### src/rtl/mem_arbiter_if.sv
// Bus bundle shared by the arbiter, the fetch/MEM pipeline stages and the unified memory.
// The slave modport is the arbiter's view; the master modport is the surrounding system.
interface mem_arbiter_if #(
  parameter int AW = 32,
  parameter int DW = 32
);
  logic          if_req;
  logic [AW-1:0] if_addr;
  logic [DW-1:0] if_rdata;
  logic          if_ready;
  logic          dm_read;
  logic          dm_write;
  logic [AW-1:0] dm_addr;
  logic [DW-1:0] dm_wdata;
  logic [DW-1:0] dm_rdata;
  logic          dm_ready;
  logic          stall;
  logic          mem_en;
  logic          mem_we;
  logic [AW-1:0] mem_addr;
  logic [DW-1:0] mem_wdata;
  logic [DW-1:0] mem_rdata;

  modport slave (
    input  if_req, if_addr, dm_read, dm_write, dm_addr, dm_wdata, mem_rdata,
    output if_rdata, if_ready, dm_rdata, dm_ready, stall,
           mem_en, mem_we, mem_addr, mem_wdata
  );

  modport master (
    output if_req, if_addr, dm_read, dm_write, dm_addr, dm_wdata, mem_rdata,
    input  if_rdata, if_ready, dm_rdata, dm_ready, stall,
           mem_en, mem_we, mem_addr, mem_wdata
  );
endinterface

### src/rtl/mem_arbiter.sv
// Single-port memory arbiter: serves the data access first, then the instruction fetch,
// holding a global stall until everything outstanding is done, then releases both stages at once.
module mem_arbiter #(
  parameter int LAT = 2,
  parameter int AW  = 32,
  parameter int DW  = 32
) (
  input logic          clk,
  input logic          reset,
  mem_arbiter_if.slave bus
);

  localparam logic [3:0] LAT_CNT = 4'(LAT);

  typedef enum logic [1:0] {IDLE, ACC_D, ACC_I, DONE} state_t;

  state_t        state;
  logic [3:0]    cnt;
  logic          we;
  logic          served_d;
  logic          served_i;
  logic          mem_en_r;
  logic          mem_we_r;
  logic [AW-1:0] mem_addr_r;
  logic [DW-1:0] mem_wdata_r;
  logic [DW-1:0] if_rdata_r;
  logic [DW-1:0] dm_rdata_r;
  logic          dreq;
  logic          any;

  assign dreq = bus.dm_read | bus.dm_write;
  assign any  = dreq | bus.if_req;

  // DONE is the single cycle in which the pipeline advances, so stall drops there.
  assign bus.stall     = any & (state != DONE);
  assign bus.dm_ready  = (state == DONE) & served_d;
  assign bus.if_ready  = (state == DONE) & served_i;
  assign bus.mem_en    = mem_en_r;
  assign bus.mem_we    = mem_we_r;
  assign bus.mem_addr  = mem_addr_r;
  assign bus.mem_wdata = mem_wdata_r;
  assign bus.if_rdata  = if_rdata_r;
  assign bus.dm_rdata  = dm_rdata_r;

  always_ff @(posedge clk) begin
    if (reset) begin
      state       <= IDLE;
      cnt         <= '0;
      we          <= 1'b0;
      served_d    <= 1'b0;
      served_i    <= 1'b0;
      mem_en_r    <= 1'b0;
      mem_we_r    <= 1'b0;
      mem_addr_r  <= '0;
      mem_wdata_r <= '0;
      if_rdata_r  <= '0;
      dm_rdata_r  <= '0;
    end else begin
      // The memory strobe and its qualifiers exist only in the first cycle of an access.
      mem_en_r    <= 1'b0;
      mem_we_r    <= 1'b0;
      mem_addr_r  <= '0;
      mem_wdata_r <= '0;
      unique case (state)
        IDLE: begin
          if (dreq) begin
            state       <= ACC_D;
            cnt         <= LAT_CNT;
            we          <= bus.dm_write;
            mem_en_r    <= 1'b1;
            mem_we_r    <= bus.dm_write;
            mem_addr_r  <= bus.dm_addr;
            mem_wdata_r <= bus.dm_wdata;
          end else if (bus.if_req) begin
            state      <= ACC_I;
            cnt        <= LAT_CNT;
            we         <= 1'b0;
            mem_en_r   <= 1'b1;
            mem_addr_r <= bus.if_addr;
          end
        end
        ACC_D: begin
          if (cnt == 4'd0) begin
            if (!we) dm_rdata_r <= bus.mem_rdata;
            served_d <= 1'b1;
            if (bus.if_req) begin
              state      <= ACC_I;
              cnt        <= LAT_CNT;
              we         <= 1'b0;
              mem_en_r   <= 1'b1;
              mem_addr_r <= bus.if_addr;
            end else begin
              state <= DONE;
            end
          end else begin
            cnt <= cnt - 4'd1;
          end
        end
        ACC_I: begin
          if (cnt == 4'd0) begin
            if_rdata_r <= bus.mem_rdata;
            served_i   <= 1'b1;
            state      <= DONE;
          end else begin
            cnt <= cnt - 4'd1;
          end
        end
        DONE: begin
          served_d <= 1'b0;
          served_i <= 1'b0;
          state    <= IDLE;
        end
        default: state <= IDLE;
      endcase
    end
  end

endmodule

### src/flat_wrapper.sv
// flat-port wrapper written by rule: the top's interface ports become plain ports
module mem_arbiter_flat 
#(
  parameter int LAT = 2,
  parameter int AW  = 32,
  parameter int DW  = 32
)
  (clk, reset, bus_if_req, bus_if_addr, bus_dm_read, bus_dm_write, bus_dm_addr, bus_dm_wdata, bus_mem_rdata, bus_if_rdata, bus_if_ready, bus_dm_rdata, bus_dm_ready, bus_stall, bus_mem_en, bus_mem_we, bus_mem_addr, bus_mem_wdata);
  mem_arbiter_if #(.AW(AW), .DW(DW)) bus_i ();
  input logic clk;
  input logic reset;
  input wire logic [$bits(bus_i.if_req)-1:0] bus_if_req;
  input wire logic [$bits(bus_i.if_addr)-1:0] bus_if_addr;
  input wire logic [$bits(bus_i.dm_read)-1:0] bus_dm_read;
  input wire logic [$bits(bus_i.dm_write)-1:0] bus_dm_write;
  input wire logic [$bits(bus_i.dm_addr)-1:0] bus_dm_addr;
  input wire logic [$bits(bus_i.dm_wdata)-1:0] bus_dm_wdata;
  input wire logic [$bits(bus_i.mem_rdata)-1:0] bus_mem_rdata;
  output wire logic [$bits(bus_i.if_rdata)-1:0] bus_if_rdata;
  output wire logic [$bits(bus_i.if_ready)-1:0] bus_if_ready;
  output wire logic [$bits(bus_i.dm_rdata)-1:0] bus_dm_rdata;
  output wire logic [$bits(bus_i.dm_ready)-1:0] bus_dm_ready;
  output wire logic [$bits(bus_i.stall)-1:0] bus_stall;
  output wire logic [$bits(bus_i.mem_en)-1:0] bus_mem_en;
  output wire logic [$bits(bus_i.mem_we)-1:0] bus_mem_we;
  output wire logic [$bits(bus_i.mem_addr)-1:0] bus_mem_addr;
  output wire logic [$bits(bus_i.mem_wdata)-1:0] bus_mem_wdata;
  assign bus_i.if_req = bus_if_req;
  assign bus_i.if_addr = bus_if_addr;
  assign bus_i.dm_read = bus_dm_read;
  assign bus_i.dm_write = bus_dm_write;
  assign bus_i.dm_addr = bus_dm_addr;
  assign bus_i.dm_wdata = bus_dm_wdata;
  assign bus_i.mem_rdata = bus_mem_rdata;
  assign bus_if_rdata = bus_i.if_rdata;
  assign bus_if_ready = bus_i.if_ready;
  assign bus_dm_rdata = bus_i.dm_rdata;
  assign bus_dm_ready = bus_i.dm_ready;
  assign bus_stall = bus_i.stall;
  assign bus_mem_en = bus_i.mem_en;
  assign bus_mem_we = bus_i.mem_we;
  assign bus_mem_addr = bus_i.mem_addr;
  assign bus_mem_wdata = bus_i.mem_wdata;
  mem_arbiter #(.LAT(LAT), .AW(AW), .DW(DW)) u_core (.clk(clk), .reset(reset), .bus(bus_i));
endmodule
### config.mk
export PLATFORM = sky130hd
export DESIGN_NAME = mem_arbiter_flat
export DESIGN_NICKNAME = d
export VERILOG_FILES = /design/src/rtl/mem_arbiter_if.sv /design/src/rtl/mem_arbiter.sv /design/src/flat_wrapper.sv
export SDC_FILE = /design/constraint.sdc
export NUM_CORES = 1
export LEC_CHECK = 0
export ABC_AREA = 1
export CAP_MARGIN = 5
export CORE_ASPECT_RATIO = 1.25
export CORE_MARGIN = 4
export CORE_UTILIZATION = 37
export CTS_BUF_LIST = sky130_fd_sc_hd__clkbuf_4 sky130_fd_sc_hd__clkbuf_8
export DETAILED_ROUTE_END_ITERATION = 16
export GPL_ROUTABILITY_DRIVEN = 0
export HOLD_SLACK_MARGIN = 0.1
export PLACE_DENSITY = 0.78
export SYNTH_ARGS = -nofsm -noshare
export SYNTH_HDL_FRONTEND = slang
export SYNTH_SLANG_ARGS = --single-unit
### constraint.sdc
create_clock -name clk -period 1.7 [get_ports clk]
set_clock_uncertainty 0.2 [all_clocks]
set_input_delay 0.255 -clock clk [delete_from_list [all_inputs] [get_ports clk]]
set_output_delay 0.255 -clock clk [all_outputs]
set_load 0.01 [all_outputs]
======== Yosys cells after proc, flatten, opt, wreduce, memory -nomap -nowiden ========
Cells that the tools add are included.
word-level totals
  register bits ........................... 139
  input bits .............................. 133
  output and inout port bits .............. 133
operators by class
  add/subtract/negate cells ............... 1
  equal/unequal tests ..................... 8
  mux-type cells .......................... 26
  bitwise logic cells ..................... 8
  reductions and logical operators ........ 14
operators with widths
  operator                                               count
  2-to-1 mux 32 bit                                      3
  one-hot mux 32 bit (2 select lines)                    1
  2-to-1 mux 4 bit                                       4
  one-hot mux 4 bit (3 select lines)                     1
  AND reduction 2 bit                                    5
  2-to-1 mux 1 bit                                       8
  2-to-1 mux 2 bit                                       4
  one-hot mux 1 bit (2 select lines)                     4
  one-hot mux 2 bit (4 select lines)                     1
  AND reduction 3 bit                                    2
  nonzero test 2 bit                                     3
  == test 2 bit, second input constant                   2
  logical NOT 4 bit                                      1
  inequality test 2 x 1 -> 1 bit, second input constant  2
  inequality test 2 bit, second input constant           2
  subtractor 4 x 1 -> 4 bit, second input constant       1
  bitwise AND 1 bit                                      3
  inequality test 3 x 2 -> 1 bit, second input constant  1
  NOT 1 bit                                              3
  nonzero test 3 bit                                     1
  OR reduction 3 bit                                     1
  == test 2 x 1 -> 1 bit, second input constant          1
  logical NOT 2 bit                                      1
  bitwise OR 1 bit                                       2

======== Logic depth before layout (Yosys ltp) ========
Gate-level depths: netlist (run 1).
  depth in word-level cells ............... 3
  gate-level depth with buffers ........... 10

======== Worst setup path after synthesis (run 1) ========
OpenSTA, ideal clock, no wires.
  kind .................................... register to register
  from .................................... register u_core.state[1]
  to ...................................... register u_core.mem_addr_r[10], in the netlist u_core.bus.mem_addr[10]
  setup time .............................. 0.118 ns
  data arrival time ....................... 1.327 ns
  data required time ...................... 1.382 ns
  slack ................................... 0.055 ns
  stages on the path, launching flop included .. 7
  path buffers ............................ 1
  path through ............................ dfxtp_1 inv_1 ha_1 or2_2 nand2_2 buf_4 a21oi_2
on the way
  word-level cells in the longest chain between the ends .. 2
  elaborated cells on any way between the ends .. 3
  classes of those cells .................. eq/ne (1); mux (1); reduce/logical (1)
RTL lines
  element                                                             RTL line           source
  start: declaration                                                  mem_arbiter.sv:17  state_t state;
  start signal: assignment                                            mem_arbiter.sv:47  state <= IDLE;
  start signal: assignment                                            mem_arbiter.sv:67  state <= ACC_D;
  start signal: assignment                                            mem_arbiter.sv:75  state <= ACC_I;
  == test 2 x 1 -> 1 bit / logical NOT 2 bit (equally long branches)  mem_arbiter.sv:64  unique case (state)
  one-hot mux 32 bit (2 select lines) (*)                             mem_arbiter.sv:64
  end signal: assignment                                              mem_arbiter.sv:72  mem_addr_r <= bus.dm_addr;
  end signal: assignment                                              mem_arbiter.sv:79  mem_addr_r <= bus.if_addr;
  end signal: assignment                                              mem_arbiter.sv:91  mem_addr_r <= bus.if_addr;
  end: declaration                                                    mem_arbiter.sv:24  logic [AW-1:0] mem_addr_r;
Every way passes the cells marked *; elsewhere a longest branch is shown, timed or not.
A chain may end at the register's enable or synchronous reset.

======== Worst setup path after layout (run 1) ========
  from .................................... register u_core.state[1]
  to ...................................... register u_core.mem_addr_r[19], in the netlist u_core.bus.mem_addr[19]
Same word-level chain as after synthesis.

==> impl_metrics.json, run 1 <==
{
  "num_antenna_cells": 0,
  "end_kind": "register",
  "final-setup-viol-count": 38,
  "fmax_mhz": 563.0,
  "grt_max_degree": 34,
  "finalHoldViolations": 0,
  "hold_path.class": "in -> reg",
  "routed_wl_um": 17820,
  "slowest_stage": "dfxtp_2",
  "path_common_cell": "buf_12",
  "synth_edf_count": 0,
  "setup.worst_path.end": "u_core.bus.mem_addr[19]",
  "synth_fa_ha_area_share_pct": 1.422,
  "ir_drop_mv": 1.134,
  "r2r-end": "u_core.bus.mem_addr[19]",
  "drive_gt1_share_pct": 21.53,
  "dp_hpwl_um": 12420,
  "grtUsageTotal_pct": 20.87,
  "port_buffers": 265,
  "cpPeakStageDelay_ns": 0.34,
  "die_w_um": 114.8,
  "vias": 5287,
  "area_delta_synth_final_pct": 71.92,
  "wl_per_cell_um": 15.81,
  "yosysUniqueCellTypes": 30,
  "grt_pass1_wl_um": 26800,
  "synth_top_flop_cell": "dfxtp_1",
  "worstPathRequired_ns": 1.87,
  "reg2reg_slack_ns": -0.08,
  "drt-initial-drc-count": 242,
  "p_switching_mw": 5.242,
  "powerDensity_nw_per_um2": 1543,
  "p_clk_share_pct": 21.0,
  "p_comb_share_pct": 46.7,
  "grt_setup_unrepaired": "true",
  "synth.most_common_cell": "dfxtp_1",
  "crit_start": "u_core.state[1]",
  "ff2ff_path_depth": 10,
  "yosys.area.top_type": "dfxtp_1",
  "synth_area_leaders": "dfxtp_1 53%, nor2_1 7.3%, nand2_1 6.5%",
  "cts_htree_levels": 4,
  "final_area_um2": 9077,
  "finish.utilization_pct": 65.43,
  "fin_crit_ns": 1.776,
  "cp.arrival_ns": 1.94,
  "clkSlewWorstSetupHoldPaths_ns": 0.08,
  "yosysSeqAreaShare_pct": 52.70,
  "synth_top_area_share_pct": 52.70,
  "netlist_area_um2": 5280,
  "placeableCoreArea_um2": 13870,
  "vias_per_cell": 4.691,
  "ys_top_cells_by_count": "139 x dfxtp_1, 103 x nor2_1, 92 x nand2_1",
  "ys_ff_latch": 139,
  "yosys.area_share.simple_pct": 22.94,
  "grt_pass1_vias": 5423,
  "start_kind": "register",
  "cts_buffers": 17,
  "max-slew-margin-rel_pct": 69.25,
  "path_class": "reg -> reg",
  "intPower_mw": 8.766,
  "synth_xor_xnor_area_share_pct": 0,
  "async_flop_share_pct": 0,
  "drc": 0,
  "num_rows": 48,
  "avgSynthCellArea_um2": 8.315,
  "antenna_left": 0,
  "synth_nets": 774,
  "violations": "setup timing",
  "synthCells": 635,
  "synth_compound_area_share_pct": 13.51,
  "start_util_pct": 38.06,
  "root_buffer": "clkbuf_8",
  "clk_latency_ns": 0.43,
  "setup-tns-final_ns": -1.496,
  "swShare_pct": 37.42,
  "grt-ovfl-total": 0,
  "synth_top_family_by_area": "simple AND/OR/NAND/NOR gates",
  "slew_viol_final": 0,
  "clkSinkCount": 139,
  "synthMuxAreaShare_pct": 0,
  "cp_max_fo": 6,
  "final_nets": 1078,
  "outcome": "finished with violations",
  "r2r_start": "u_core.state[1]",
  "antenna_found_initial": 0,
  "die-area_um2": 16260,
  "cts.path.max_buffers": 2,
  "worstMarginPinSlew_ns": 0.4613,
  "yosysWarnings": 0,
  "p_leak_nw": 4.194,
  "crit_chain": "buf_6, inv_4, ha_4, nand3_4, buf_12, o21ai_4, buf_12, buf_4, nand3_1, a21oi_2",
  "drt_pass1_iterations": 5,
  "seqPwrFrac_pct": 32.3,
  "io_pins": 266,
  "die_h_um": 141.6,
  "cts_tree": "built",
  "placed_area_um2": 8254,
  "fin_ws_ns": -0.07616,
  "fin_crit_sh_pct": 104.5,
  "max_cap_violations": 0
}
-- logic make-up (layout without fill, tap and decap cells) --
family,after synthesis,in the layout
adder cells (fa/ha/maj),6,6
AND/OR/NAND/NOR,278,278
AO/OA/AOI/OAI,115,115
buffers and inverters,97,414
flip-flops,139,139
-- sequential cells by signal (all words and copies together), names as in the netlist, 2 cells and up --
name	flops
u_core.bus.mem_addr	32
u_core.bus.if_rdata	32
u_core.bus.mem_wdata	32
u_core.state	2
u_core.bus.dm_rdata	32
u_core.cnt	4
-- cell type report --
cell class	instances	area (um2)
clock buffers	18	241.5
clock inverters	14	193.9
fillers	1158	4796
inverters	58	232.7
multi-input cells	399	2242
flip-flops and latches	139	2785
well taps	175	219.0
repair buffers	323	3143
repair inverters	1	20.02
-- routing by layer --
metal,share of wire [%],wire length [um],GRT usage (%),vias to the layer above
met4,1.6,282,6.180,0
met5,0,0,0,-
met2,52,9265,38.23,223
li1,-,-,-,2645
met3,9.6,1702,8.148,19
met1,37,6569,21.73,2400
-- how the worst min path moves through the flow --
stage,start,endpoint,slack (ns),depth (start not counted)
after floorplan,bus_dm_wdata[0],u_core.bus.mem_wdata[0],0.17,2
after global placement,u_core.served_i,u_core.served_i,0.24,2
after detailed placement,u_core.served_i,u_core.served_i,0.25,2
after CTS,bus_dm_wdata[2],u_core.bus.mem_wdata[2],0.10,3
after global routing,bus_dm_wdata[13],u_core.bus.mem_wdata[13],0.11,3
final,bus_dm_wdata[2],u_core.bus.mem_wdata[2],0.13,3
-- power groups by stage --
stage                     Sequential, mW  Clock [mW]  Combinational, mW
after floorplan                     4.96           0               2.78
after global placement              4.55           0               5.94
after detailed placement            4.57           0               6.00
after CTS                           4.49        3.03               6.02
after global routing                4.62        3.16               7.13
final                               4.52        2.94               6.55
-- timing repair --
item                                    CTS  global route
gates resized for setup                 186            72
setup buffers                             5             7
hold buffers                              4             0
pin swaps                                16            38
cloned                                    4             3
endpoints found under the hold margin     4             0
endpoints found under the setup margin  204            99
-- through the flow --
stage	hold WS, ns	power (mW)	setup slack (ns)	std cells
2_1_floorplan	0.1672	7.740	0.05514	635
4_1_cts	0.1009	13.54	-0.08039	1120
6_report	0.1328	14.01	-0.07616	1127
3_5_place_dp	0.2523	10.58	-0.3726	1075
3_3_place_gp	0.2428	10.48	-0.3500	1075
5_1_grt	0.1107	14.91	-0.1338	1127
-- worst max-delay path, delay by kind of cell (launching register included) --
kind,cells,cell delay [ns]
buf+inv,5,0.61
flops,1,0.34
fa+ha+maj,1,0.15
compound gates,2,0.19
simple gates,2,0.21
-- placed cells by master, fill, tap and decap left out, types with 10 or more instances in the layout --
cell type / Yosys / final
clkbuf_8: 1 / 17
buf_6: 6 / 10
a21oi_2: 30 / 30
o21ai_2: 0 / 15
clkdlybuf4s50_1: 0 / 132
o21ai_0: 29 / 14
buf_4: 9 / 31
dfxtp_1: 139 / 137
inv_1: 55 / 48
nor2_2: 8 / 19
dlygate4sd2_1: 0 / 130
nor2_1: 103 / 91
nand3_1: 66 / 47
a21oi_1: 41 / 41
nand3_2: 2 / 21
nand2_1: 92 / 91
Note: power is estimated with default switching activity, not from simulation.
==> run 2: changes to the inputs <==
--- a/config.mk
+++ b/config.mk
@@ -9,12 +9,13 @@
 export CAP_MARGIN = 5
 export CORE_ASPECT_RATIO = 1.25
 export CORE_MARGIN = 4
-export CORE_UTILIZATION = 37
-export CTS_BUF_LIST = sky130_fd_sc_hd__clkbuf_4 sky130_fd_sc_hd__clkbuf_8
+export CORE_UTILIZATION = 36
+export CTS_CLUSTER_SIZE = 25
 export DETAILED_ROUTE_END_ITERATION = 16
 export GPL_ROUTABILITY_DRIVEN = 0
 export HOLD_SLACK_MARGIN = 0.1
-export PLACE_DENSITY = 0.78
+export PLACE_DENSITY = 0.76
+export SETUP_SLACK_MARGIN = 0.1
 export SYNTH_ARGS = -nofsm -noshare
 export SYNTH_HDL_FRONTEND = slang
 export SYNTH_SLANG_ARGS = --single-unit
==> run 2 against run 1 <==
Effect of this change:
- flip-flop and latch count stayed put
- die area increased by 2.6%
- hold slack better by 0.014 ns
- the flow still finishes with violations (setup timing)
- critical endpoint is now u_core.bus.dm_rdata[23]
- global-route usage rose by 0.30 points
- core utilization is 0.30 points lower
- design area increased by 3.4%
- critical path depth shrank 1
- highest routed layer unchanged
- worst setup slack gained 0.019 ns
- largest power group unchanged
- via count grew 1.8%
- sequential share of layout area down 1.0 points
- sequential power barely moved
==> impl_metrics.json, run 2 (synthesis results as in run 1) <==
{
  "outcome": "finished with violations",
  "violations": "setup timing",
  "path_class": "reg -> reg",
  "crit_chain": "buf_6, inv_4, ha_4, nand3_4, nor2_8, buf_12, inv_12, nor2_2, nor2_1",
  "final_common_cell": "dfxtp_1",
  "grt_max_degree": 34,
  "finish.utilization_pct": 65.13,
  "drc": 0,
  "grt_pass1_wl_um": 27370,
  "antenna_found_initial": 0,
  "dp_hpwl_um": 12040,
  "drive_gt1_share_pct": 21.14,
  "cp_max_fo": 8,
  "clkSinkCount": 139,
  "end_kind": "register",
  "start_util_pct": 36.65,
  "wl_per_cell_um": 16.75,
  "die_h_um": 143.4,
  "start_kind": "register",
  "drt-initial-drc-count": 197,
  "fill_cells": 1208,
  "routed_wl_um": 18910,
  "holdPathStages": 3,
  "worstMarginPinSlew_ns": 0.3783,
  "holdBufCountCts": 0,
  "cp_num_cells": 9,
  "antenna_left": 0,
  "clk_latency_ns": 0.42,
  "final_area_um2": 9384,
  "critPathTopFamily": "buffers and inverters",
  "drt_pass1_iterations": 4,
  "area_delta_synth_final_pct": 77.73,
  "clkSlewWorstSetupHoldPaths_ns": 0.06,
  "cts_buffers": 17,
  "powerDensity_nw_per_um2": 1635,
  "cts.path.max_buffers": 2,
  "grt_setup_unrepaired": "true",
  "die_w_um": 116.3,
  "placed_area_um2": 8265,
  "fmax_mhz": 569.1,
  "final-setup-viol-count": 42,
  "grt-ovfl-total": 0,
  "final_nets": 1077,
  "slowest_stage": "dfxtp_2",
  "grtUsageTotal_pct": 21.17,
  "root_buffer": "clkbuf_16",
  "fin_ws_ns": -0.05714,
  "cp.arrival_ns": 1.87,
  "grt_pass1_vias": 5299,
  "cts_htree_levels": 4,
  "port_buffers": 265,
  "hold_path.class": "in -> reg",
  "fin_crit_sh_pct": 103.4,
  "vias_per_cell": 4.765,
  "ir_drop_mv": 0.9710,
  "finalHoldViolations": 0,
  "path_buf_inv": 4,
  "worstPathRequired_ns": 1.82,
  "max_cap_violations": 0,
  "vias": 5380,
  "slew_viol_final": 0,
  "die-area_um2": 16680,
  "cts_tree": "built",
  "max-slew-margin-rel_pct": 74.78,
  "layout_common_cells": "137 x dfxtp_1, 132 x clkdlybuf4s50_1, 130 x dlygate4sd2_1",
  "ff2ff_path_depth": 9,
  "io_pins": 266,
  "placeableCoreArea_um2": 14410,
  "cpPeakStageDelay_ns": 0.34,
  "fin_crit_ns": 1.757,
  "num_rows": 49,
  "num_antenna_cells": 0,
  "p_leak_nw": 4.323
}
-- run 2: routing by layer --
metal	GRT usage, %	up-vias	wire length (um)
met1	22.23	2488	7059
met2	38.10	217	9529
li1	-	2645	-
met4	6.048	0	405
met3	9.183	30	1913
met5	0	-	0
-- run 2: cell type report --
class / count / area [um2] / area share, %
timing repair buffer: 320 / 3252 / 34.65
sequential: 139 / 2785 / 29.68
clock inverter: 13 / 140.1 / 1.493
clock buffer: 19 / 452.9 / 4.827
inverter: 58 / 236.5 / 2.520
tap: 178 / 222.7 / 2.373
multi-input combinational: 399 / 2242 / 23.89
timing repair inverter: 3 / 52.55 / 0.5600
-- run 2: worst paths after layout --
path | slack, ns | endpoint | startpoint
max | -0.06 | u_core.bus.dm_rdata[23] | u_core.state[1]
min | 0.15 | u_core.bus.mem_wdata[30] | bus_dm_wdata[30]
max reg2reg | -0.06 | u_core.bus.dm_rdata[23] | u_core.state[1]
min reg2reg | 0.26 | u_core.bus.if_rdata[24] | u_core.bus.if_rdata[24]
-- run 2: where the power goes --
| part | switching [mW] | internal, mW | total (mW) |
|---|---|---|---|
| Sequential | 0.374 | 4.15 | 4.52 |
| Combinational | 3.84 | 3.26 | 7.11 |
| Clock | 1.47 | 2.24 | 3.71 |
-- run 2: what timing repair did --
| action | CTS | global route |
|---|---|---|
| hold endpoints to repair | 0 | 0 |
| cloned | 7 | 4 |
| gates resized for setup | 237 | 19 |
| buffers inserted | 7 | 3 |
| setup endpoints to repair | 239 | 142 |
| pin swaps | 20 | 7 |
-- run 2: worst register-to-register path, stage by stage (launching register included) --
cell,delay [ns]
dfxtp_2,0.34
buf_6,0.13
inv_4,0.06
ha_4,0.15
nand3_4,0.12
nor2_8,0.20
buf_12,0.23
inv_12,0.08
nor2_2,0.09
nor2_1,0.05
-- run 2: through the flow --
step / TNS [ns] / total power [mW] / setup slack, ns / std cells / hold WS, ns
after floorplan: 0 / 7.787 / 0.1121 / 635 / 0.1672
after global placement: -13.23 / 10.54 / -0.3680 / 1076 / 0.2429
after detailed placement: -16.42 / 10.62 / -0.3950 / 1076 / 0.2532
after CTS: -1.672 / 14.92 / -0.08805 / 1122 / 0.1367
after global routing: -5.501 / 16.21 / -0.1156 / 1129 / 0.1433
final: -1.041 / 15.34 / -0.05714 / 1129 / 0.1471
